$ cat config.mk
export PLATFORM = sky130hd
export DESIGN_NAME = display_validator_seq
export DESIGN_NICKNAME = d
export VERILOG_FILES = /design/src/rtl/dispval_pkg.sv /design/src/rtl/dispval_code_match.sv /design/src/rtl/display_validator_seq.sv
export SDC_FILE = /design/constraint.sdc
export NUM_CORES = 1
export LEC_CHECK = 0
export ABC_AREA = 1
export CAP_MARGIN = 15
export CORE_MARGIN = 2
export CORE_UTILIZATION = 52
export CTS_CLUSTER_DIAMETER = 150
export DETAILED_ROUTE_END_ITERATION = 6
export PLACE_DENSITY = 0.74
export SLEW_MARGIN = 5
export SYNTH_ARGS = -nofsm -noshare
export SYNTH_HDL_FRONTEND = slang
export SYNTH_SLANG_ARGS = --single-unit
$ cat constraint.sdc
create_clock -name clk -period 1.8 [get_ports clk]
set_clock_uncertainty 0.2 [all_clocks]
set_input_delay 0.18 -clock clk [delete_from_list [all_inputs] [get_ports clk]]
set_output_delay 0.18 -clock clk [all_outputs]
set_load 0.03 [all_outputs]
$ cat src/rtl/dispval_pkg.sv
`default_nettype none
// ============================================================================
// Module      : dispval_pkg
// Description : Shared types and helpers for the display validator: FSM state
//               encoding, default code width and counter sizing.
// Revision    : 1.0 - initial release
// ============================================================================
package dispval_pkg;

    // Qualification state; 2-bit encoding shared with the multi-channel arbiter
    typedef enum logic [1:0] {
        IDLE    = 2'd0,
        QUALIFY = 2'd1,
        VALID   = 2'd2,
        HOLD    = 2'd3
    } dispval_state_t;

    localparam int c_code_w_default = 3;

    // One counter serves both qualification and hold, so it is sized for the
    // larger terminal count; never narrower than one bit.
    function automatic int cnt_width(input int stable_cycles, input int hold_cycles);
        int m;
        m = (stable_cycles > hold_cycles) ? stable_cycles : hold_cycles;
        return (m < 1) ? 1 : $clog2(m + 1);
    endfunction

endpackage
`default_nettype wire

$ cat src/rtl/dispval_code_match.sv
`default_nettype none
// ============================================================================
// Module      : dispval_code_match
// Description : Combinational code matcher. ok = code is displayable and the
//               interface is active; same = code equals the captured code.
//               Kept standalone for reuse by the multi-channel arbiter.
// Revision    : 1.0 - initial release
// ============================================================================
module dispval_code_match #(
    parameter int CODE_W = 3
) (
    input  logic [CODE_W-1:0]        code,
    input  logic [CODE_W-1:0]        cap,
    input  logic                     enable,
    input  logic [(1<<CODE_W)-1:0]   valid_mask,
    output logic                     ok,
    output logic                     same
);

    // A disabled interface never matches, whatever the code lines show
    assign ok   = enable & valid_mask[code];
    assign same = enable & (code == cap);

endmodule
`default_nettype wire

$ cat src/rtl/display_validator_seq.sv
`default_nettype none
// ============================================================================
// Module      : display_validator_seq
// Description : Display qualification in front of the 7-segment decoder.
//               A displayable code must be stable for STABLE_CYCLES edges
//               before it is shown, and stays shown for HOLD_CYCLES edges
//               after it disappears. All outputs are registered.
//               Optional macro DISPVAL_EVENT_COUNT_EN adds valid_events[7:0],
//               a saturating count of fresh qualifications.
// Revision    : 1.0 - initial release
// ============================================================================
module display_validator_seq
    import dispval_pkg::*;
#(
    parameter int                       CODE_W        = c_code_w_default,
    parameter logic [(1<<CODE_W)-1:0]   VALID_MASK    = 8'b0000_0100,
    parameter int                       STABLE_CYCLES = 4,
    parameter int                       HOLD_CYCLES   = 8
) (
    input  logic                clk,
    input  logic                reset,
    input  logic                enable,
    input  logic [CODE_W-1:0]   code,
    output logic                validout,
    output logic [CODE_W-1:0]   disp_code,
    output logic                qualifying
`ifdef DISPVAL_EVENT_COUNT_EN
    ,
    output logic [7:0]          valid_events
`endif
);

    localparam int                 c_cnt_w       = cnt_width(STABLE_CYCLES, HOLD_CYCLES);
    localparam logic [c_cnt_w-1:0] c_one         = c_cnt_w'(1);
    localparam logic [c_cnt_w-1:0] c_stable_last = c_cnt_w'(STABLE_CYCLES - 1);
    localparam logic [c_cnt_w-1:0] c_hold_last   = c_cnt_w'(HOLD_CYCLES);

    dispval_state_t      r_state;
    dispval_state_t      w_state_nxt;
    logic [c_cnt_w-1:0]  r_cnt;
    logic [c_cnt_w-1:0]  w_cnt_nxt;
    logic [CODE_W-1:0]   r_cap;
    logic [CODE_W-1:0]   w_cap_nxt;
    logic                w_ok;
    logic                w_same;
    logic                r_validout;
    logic [CODE_W-1:0]   r_disp_code;
    logic                r_qualifying;
    logic                w_valid_nxt;

    dispval_code_match #(
        .CODE_W     (CODE_W)
    ) u_match (
        .code       (code),
        .cap        (r_cap),
        .enable     (enable),
        .valid_mask (VALID_MASK),
        .ok         (w_ok),
        .same       (w_same)
    );

    // Next-state, counter and capture decode; the counter restarts on every transition
    always_comb begin
        w_state_nxt = r_state;
        w_cnt_nxt   = r_cnt;
        w_cap_nxt   = r_cap;
        unique case (r_state)
            IDLE: begin
                if (w_ok) begin
                    w_cap_nxt = code;
                    if (STABLE_CYCLES == 1) begin
                        w_state_nxt = VALID;
                        w_cnt_nxt   = '0;
                    end else begin
                        w_state_nxt = QUALIFY;
                        w_cnt_nxt   = c_one;
                    end
                end
            end
            QUALIFY: begin
                if (!w_ok) begin
                    w_state_nxt = IDLE;
                    w_cnt_nxt   = '0;
                end else if (code != r_cap) begin
                    // a different displayable code starts its own run from scratch
                    w_cap_nxt = code;
                    w_cnt_nxt = c_one;
                end else if (r_cnt == c_stable_last) begin
                    w_state_nxt = VALID;
                    w_cnt_nxt   = '0;
                end else begin
                    w_cnt_nxt = r_cnt + c_one;
                end
            end
            VALID: begin
                // any non-match, including another displayable code, leaves VALID
                if (!w_same) begin
                    if (HOLD_CYCLES == 0) begin
                        w_state_nxt = IDLE;
                        w_cnt_nxt   = '0;
                    end else begin
                        w_state_nxt = HOLD;
                        w_cnt_nxt   = c_one;
                    end
                end
            end
            HOLD: begin
                if (w_same) begin
                    w_state_nxt = VALID;
                    w_cnt_nxt   = '0;
                end else if (r_cnt == c_hold_last) begin
                    w_state_nxt = IDLE;
                    w_cnt_nxt   = '0;
                    w_cap_nxt   = '0;
                end else begin
                    w_cnt_nxt = r_cnt + c_one;
                end
            end
            default: begin
                w_state_nxt = IDLE;
                w_cnt_nxt   = '0;
                w_cap_nxt   = '0;
            end
        endcase
    end

    assign w_valid_nxt = (w_state_nxt == VALID) || (w_state_nxt == HOLD);

    // State registers plus output flops decoded from the next state and capture
    always_ff @(posedge clk) begin
        if (reset) begin
            r_state      <= IDLE;
            r_cnt        <= '0;
            r_cap        <= '0;
            r_validout   <= 1'b0;
            r_disp_code  <= '0;
            r_qualifying <= 1'b0;
        end else begin
            r_state      <= w_state_nxt;
            r_cnt        <= w_cnt_nxt;
            r_cap        <= w_cap_nxt;
            r_validout   <= w_valid_nxt;
            r_disp_code  <= w_valid_nxt ? w_cap_nxt : '0;
            r_qualifying <= (w_state_nxt == QUALIFY);
        end
    end

    assign validout   = r_validout;
    assign disp_code  = r_disp_code;
    assign qualifying = r_qualifying;

`ifdef DISPVAL_EVENT_COUNT_EN
    logic       w_enter_valid;
    logic [7:0] r_valid_events;

    // Only fresh qualifications count; a HOLD->VALID return is the same display episode
    assign w_enter_valid = (w_state_nxt == VALID) && ((r_state == IDLE) || (r_state == QUALIFY));

    // Saturating qualification counter
    always_ff @(posedge clk) begin
        if (reset) begin
            r_valid_events <= 8'd0;
        end else if (w_enter_valid && (r_valid_events != 8'hFF)) begin
            r_valid_events <= r_valid_events + 8'd1;
        end
    end

    assign valid_events = r_valid_events;
`endif

endmodule
`default_nettype wire

# Word level (Yosys, flattened, before mapping)
# Memory sizes are Yosys's and may differ from the RTL's.
# Cells that the tools add are included.
# word_totals
regBits,14
romBits,8
elab_cells,51
memories,1
out_inout_bits,5
# classes
reduce_logical,4
add_sub_neg,1
eq_ne,12
n_lt_le_gt_ge,1
bitwise,3
mux,23
# memory_table
name,words,width,read_ports,rd_ports_with_merged_regs,write_ports,line_no,text
(no name shown),8,1,1,0,0,dispval_code_match.sv:21,assign ok = enable & valid_mask[code];
# ops
op,count
$mux W4,7
$pmux W4 S4,1
$mux W3,5
$mux W2,7
$pmux W3 S3,1
$eq A2 B2 Y1 const B,4
$pmux W2 S4,1
$add A4 B1 Y4 const B,1
$eq A2 B1 Y1 const B,2
$eq A4 B2 Y1 const B,1
$eq A4 B4 Y1 const B,1
$lt A3 B4 Y1 const B,1
$ne A2 B2 Y1 const B,2
$eq A3 B3 Y1,1
$ne A3 B3 Y1,1
$and A1 B1 Y1,2
$logic_not A2 Y1,1
$reduce_and A2 Y1,1
$reduce_or A2 Y1,1
$logic_or A1 B1 Y1,1
$mux W1,1
$not A1 Y1,1

# Logic depth before layout (Yosys ltp)
# depth
ltp_word,9
ltp_mapped,10

# Cells and area by module
# From an unflattened synthesis, not the netlist that was laid out.
# hier_totals
hier_cells,167
area_unflattened_um2,939.7
# modules_own_cells
mod,area_per_inst_um2,instances,cells_per_inst,seq_area_each_um2
display_validator_seq,792.0,1,133,280.3
dispval_code_match,147.6,1,34,0.0

# Worst setup path after synthesis
# OpenSTA, ideal clock, no wires.
# synth_path
kind,register -> register
start,reg r_cnt[0]
end,"reg r_disp_code[0], in the netlist disp_code[0]"
required_time_ps,1481
path_stages_with_launch,10
path_buffers,0
setup_ps,119
path_slack_ps,321
arrival_ps,1159
synth_period_minus_slack_ps,1479
cell_sequence,dfxtp_1 > inv_1 > ha_1 > nand2_1 > nor2_2 > nand2_2 > nand2_2 > nand2_2 > nor2_2 > nor2_1
# synth_between
elab_chain_cells,9
# synth_lines
element,line_no,text
from (decl),display_validator_seq.sv:40,logic [c_cnt_w-1:0] r_cnt;
from (signal assigned),display_validator_seq.sv:140,r_cnt <= w_cnt_nxt;
$eq A4 B2 Y1,display_validator_seq.sv:88,end else if (r_cnt == c_stable_last) begin
$mux W2,display_validator_seq.sv:88,
$mux W2,display_validator_seq.sv:84,end else if (code != r_cap) begin
$mux W2,display_validator_seq.sv:81,if (!w_ok) begin
$pmux W2 S4,display_validator_seq.sv:67,unique case (r_state)
$eq A2 B2 Y1,display_validator_seq.sv:127,assign w_valid_nxt = (w_state_nxt == VALID) || (w_state_nxt == HOLD);
$logic_or A1 B1 Y1,display_validator_seq.sv:127,
$not A1 Y1 (no line),--,
$reduce_or A2 Y1 (no line),--,
to (signal assigned),display_validator_seq.sv:143,r_disp_code <= w_valid_nxt ? w_cap_nxt : '0;
to (decl),display_validator_seq.sv:47,logic [CODE_W-1:0] r_disp_code;
# Parallel ways exist; a longest one is shown, timed or not.
# A chain may end at the register's enable or synchronous reset.

# Worst setup path in the final report
# layout_path
start,reg r_cnt[0]
end,"reg r_qualifying, in the netlist qualifying"
# layout_between
elab_chain_cells,6
# layout_lines
element,line_no,text
$eq A4 B2 Y1,display_validator_seq.sv:88,
$mux W2,display_validator_seq.sv:88,
$mux W2,display_validator_seq.sv:84,
$mux W2,display_validator_seq.sv:81,
$pmux W2 S4 (*),display_validator_seq.sv:67,
$eq A2 B1 Y1 (*),display_validator_seq.sv:144,r_qualifying <= (w_state_nxt == QUALIFY);
to (signal assigned),display_validator_seq.sv:144,
to (decl),display_validator_seq.sv:48,logic r_qualifying;
# Every way passes the cells marked *; elsewhere a longest branch is shown, timed or not.

==> impl_metrics.prom <==
# TYPE chip_impl_metric gauge
chip_impl_metric{name="power_density",unit="nW/um^2"} 617.1
chip_impl_metric{name="final_nets",unit=""} 151
chip_impl_info{name="cts_tree",value="done"} 1
chip_impl_metric{name="avgViaCountPerCell",unit=""} 5.234
chip_impl_metric{name="fill_cells",unit=""} 135
chip_impl_metric{name="place.detailed.instances",unit=""} 154
chip_impl_metric{name="post_cts_hold_buffer_count",unit=""} 0
chip_impl_metric{name="fmaxAchievable",unit="MHz"} 597.3
chip_impl_info{name="top_family_by_delay_on_critical_path",value="simple AND/OR/NAND/NOR gates"} 1
chip_impl_metric{name="crit_required",unit="ns"} 1.80
chip_impl_metric{name="synthesis.instances",unit=""} 126
chip_impl_metric{name="vias_in_the_first_global_route",unit=""} 685
chip_impl_info{name="status",value="finished, final reports clean"} 1
chip_impl_metric{name="crit_fanout",unit=""} 5
chip_impl_metric{name="power_leakage",unit="nW"} 0.4947
chip_impl_metric{name="grt_usage",unit="%"} 21.61
chip_impl_metric{name="buffer_ports.inserted",unit=""} 10
chip_impl_info{name="dominantRegCellSynth",value="dfxtp_1"} 1
chip_impl_metric{name="final_clock_period_utilization_by_the_worst_path",unit="%"} 93.01
chip_impl_metric{name="drc_violation_count_after_routing",unit=""} 0
chip_impl_metric{name="internal-power",unit="mW"} 0.4610
chip_impl_metric{name="detailed_place_hpwl",unit="um"} 1452
chip_impl_metric{name="ant_nets",unit=""} 0
chip_impl_metric{name="worst_pin_slew",unit="ns"} 0.3065
chip_impl_metric{name="final_layout_size_suffix_gt1_share",unit="%"} 15.49
chip_impl_info{name="list_of_cells_traversed_by_the_critical_path",value="inv_1 > ha_1 > nand2_1 > nor2_4 > nor2_1 > o21ai_1 > nand3_1 > nand2_1 > nor2_1"} 1
chip_impl_info{name="r2r_path_end",value="qualifying"} 1
chip_impl_info{name="classification_of_the_worst_slack_hold_path",value="reg -> reg"} 1
chip_impl_info{name="crit_start",value="r_cnt[0]"} 1
chip_impl_metric{name="cp_num_buf_inv",unit=""} 1
chip_impl_metric{name="drt-wirelength-per-cell",unit="um"} 12.05
chip_impl_info{name="synth_area_leader_cell",value="dfxtp_1"} 1
chip_impl_info{name="most-common-layout-cells",value="nand2_1, inv_1, nor2_1"} 1
chip_impl_metric{name="report.power.total",unit="mW"} 0.6123
chip_impl_metric{name="synth-edff-count",unit=""} 0
chip_impl_metric{name="cp_slowest_stage_delay",unit="ns"} 0.36
chip_impl_metric{name="total_standard_cell_area_after_synthesis",unit="sq um"} 815.8
chip_impl_metric{name="grt-ovfl-total",unit=""} 0
chip_impl_metric{name="ir_drop",unit="mV"} 0.5370
chip_impl_metric{name="die-height",unit="um"} 43.61
chip_impl_metric{name="design.core.area",unit="sq um"} 1489
chip_impl_metric{name="synth.avg_cell_area",unit="sq um"} 6.474
chip_impl_metric{name="cts_repair_resize_count",unit=""} 1
chip_impl_metric{name="yosys_warnings",unit=""} 0
chip_impl_metric{name="setup_viol",unit=""} 0
chip_impl_metric{name="pin_count",unit=""} 11
chip_impl_metric{name="comb_power_share",unit="%"} 9.8
chip_impl_metric{name="netlist.area_leader.share",unit="%"} 34.36
chip_impl_metric{name="die_w",unit="um"} 43.61
chip_impl_metric{name="floorplan.initialDensity",unit="%"} 54.79
chip_impl_metric{name="area_post_placement",unit="sq um"} 950.9
chip_impl_metric{name="postSynthRegisterBits",unit=""} 14
chip_impl_metric{name="max_cap_viol_count",unit=""} 0
chip_impl_metric{name="clock_network_latency_to_the_later_pin_of_the_worst_skew_pair",unit="ns"} 0.29
chip_impl_metric{name="num_cts_buffers",unit=""} 3
chip_impl_info{name="clockRootBuffer",value="clkbuf_4"} 1
chip_impl_metric{name="antenna_found_initial",unit=""} 0
chip_impl_metric{name="ys_async_sr_fraction",unit="%"} 0
chip_impl_metric{name="p_sw_share",unit="%"} 24.71
chip_impl_metric{name="finalSetupTns",unit="ns"} 0
chip_impl_metric{name="utilization",unit="%"} 66.64
chip_impl_metric{name="seqPwrFrac",unit="%"} 51.5
chip_impl_metric{name="finish.cell_count_without_fillers",unit=""} 158
chip_impl_metric{name="detailedRoute.firstIterationViolations",unit=""} 40
chip_impl_metric{name="grt_start_max_net_pins",unit=""} 9
chip_impl_metric{name="synth.yosys.seq_area_share",unit="%"} 34.36
chip_impl_info{name="synthTopCellsByArea",value="dfxtp_1, nand2_1, inv_1, nor2_1, nand3_1"} 1
chip_impl_metric{name="timing.final.crit_period",unit="ns"} 1.674
chip_impl_info{name="cp-endpoint",value="qualifying"} 1
chip_impl_metric{name="worstPathArrival",unit="ns"} 1.67
chip_impl_metric{name="design.die.area",unit="sq um"} 1902
chip_impl_metric{name="layout_setup_ws",unit="ns"} 0.1258
chip_impl_metric{name="clk_path_buf_depth",unit=""} 2
chip_impl_metric{name="crit_cells",unit=""} 9
chip_impl_info{name="unrepaired_setup_endpoints_after_global_routing",value="false"} 1
chip_impl_metric{name="reg2reg_slack",unit="ns"} 0.13
chip_impl_metric{name="synth_nets",unit=""} 134
chip_impl_metric{name="routed_wirelength",unit="um"} 1904
chip_impl_metric{name="net-switching-power",unit="mW"} 0.1513
chip_impl_info{name="worst_setup_path_start_kind",value="flip-flop"} 1
chip_impl_metric{name="seq_area",unit="sq um"} 280.3
chip_impl_metric{name="yosys.cell_types.count",unit=""} 17
chip_impl_metric{name="postCtsSetupRepairBufs",unit=""} 0
chip_impl_metric{name="h-tree-depth",unit=""} 1
chip_impl_metric{name="r2r_depth",unit=""} 9
chip_impl_metric{name="number_of_sinks_handled_by_clock_tree_synthesis",unit=""} 14
chip_impl_metric{name="clock_power_share",unit="%"} 38.8
chip_impl_metric{name="placement_rows",unit=""} 14
chip_impl_info{name="layout.cells.most_common",value="nand2_1"} 1
chip_impl_metric{name="dp_slack",unit="ns"} -0.02732
chip_impl_metric{name="max-slew-margin-rel",unit="%"} 79.50
chip_impl_metric{name="hold_viol",unit=""} 0
chip_impl_info{name="startpoint_of_the_worst_slack_reg_to_reg_timing_path",value="r_cnt[0]"} 1
chip_impl_info{name="worst_setup_path_end_kind",value="flip-flop"} 1
chip_impl_metric{name="antenna_cells",unit=""} 0
chip_impl_metric{name="holdWs",unit="ns"} 0.3200
chip_impl_info{name="worstSetupPathType",value="reg -> reg"} 1
chip_impl_metric{name="slew_viol_final",unit=""} 0
chip_impl_metric{name="wire_length_of_the_first_global_routing_pass",unit="um"} 3029
chip_impl_metric{name="placer_congestion_estimate",unit=""} 0.9055
chip_impl_metric{name="drt_pass1_iterations",unit=""} 4
chip_impl_metric{name="routed-via-count",unit=""} 827
chip_impl_metric{name="syn2layout_area_growth",unit="%"} 21.63
chip_impl_metric{name="layout.cell_area.non_filler",unit="sq um"} 992.2
chip_impl_metric{name="total_area_of_multi_input_combinational_cells",unit="sq um"} 457.9
chip_impl_metric{name="clk_transition_reported_paths",unit="ns"} 0.09
chip_impl_info{name="critical-path-slowest-cell",value="dfxtp_1"} 1
==> registers in the layout, summed over array words and instances, names as in the netlist <==
| signal | count |
|---|---|
| r_cnt | 4 |
| disp_code | 3 |
| r_cap | 3 |
| r_state | 2 |
| qualifying | 1 |
| validout | 1 |
==> power by group through the flow <==
stage | registers, mW | clock network [mW] | logic (mW)
floorplan | 0.322 | 0 | 0.0308
global placement | 0.322 | 0 | 0.0570
detailed placement | 0.322 | 0 | 0.0587
CTS | 0.315 | 0.237 | 0.0594
global route | 0.316 | 0.248 | 0.0659
finish | 0.315 | 0.237 | 0.0597
==> per-layer routing <==
metal	global-route usage (%)	part of all wire [%]	vias to the layer above
met5	0	0	-
li1	-	-	426
met4	8.485	2.1	0
met1	28.76	45	359
met2	34.41	46	36
met3	4.167	7.1	6
==> layout make-up <==
cell class,instances,area share [%]
inverters,22,8.323
flip-flops and latches,14,28.25
well taps,16,2.018
repair buffers,12,11.60
clock buffers,4,3.657
multi-input cells,90,46.15
==> worst min-delay path, delay by kind of cell, from the launching register on <==
kind,cells,cell delay (ns)
buffers and inverters,1,0.04
DFF,1,0.33
and+or+nand+nor,1,0.11
==> how the worst min path moves through the flow <==
stage | startpoint | end | slack, ns | cells after the start
after detailed placement | r_cap[2] | r_cap[2] | 0.31 | 2
after CTS | r_cap[2] | r_cap[2] | 0.32 | 2
final | r_cap[2] | r_cap[2] | 0.32 | 2
after floorplan | reset | r_cnt[1] | 0.05 | 1
after global placement | r_cnt[1] | r_cnt[1] | 0.31 | 2
after global routing | r_cnt[1] | r_cnt[1] | 0.35 | 2
==> cells in the mapped netlist (2+ instances only) <==
cell type,instances
o21ai_0,2
nand3_1,11
dfxtp_1,14
nand2_2,5
xnor2_1,2
inv_2,4
nor2_2,4
nand4_1,5
ha_1,2
nor2_1,18
a21oi_1,4
inv_1,18
nand2_1,33
==> cell families (layout without fill, tap and decap cells) <==
family | count (synthesis) | in the layout | synth area share, %
xor gates and xnor gates | 2 | 2 | 2.148
and+or+nand+nor | 80 | 80 | 46.63
buffers and inverters | 22 | 38 | 10.12
AOI/OAI and AO/OA | 6 | 6 | 3.681
adders and majority gates | 2 | 2 | 3.067
DFF | 14 | 14 | 34.36
(Power assumes the default switching activity.)
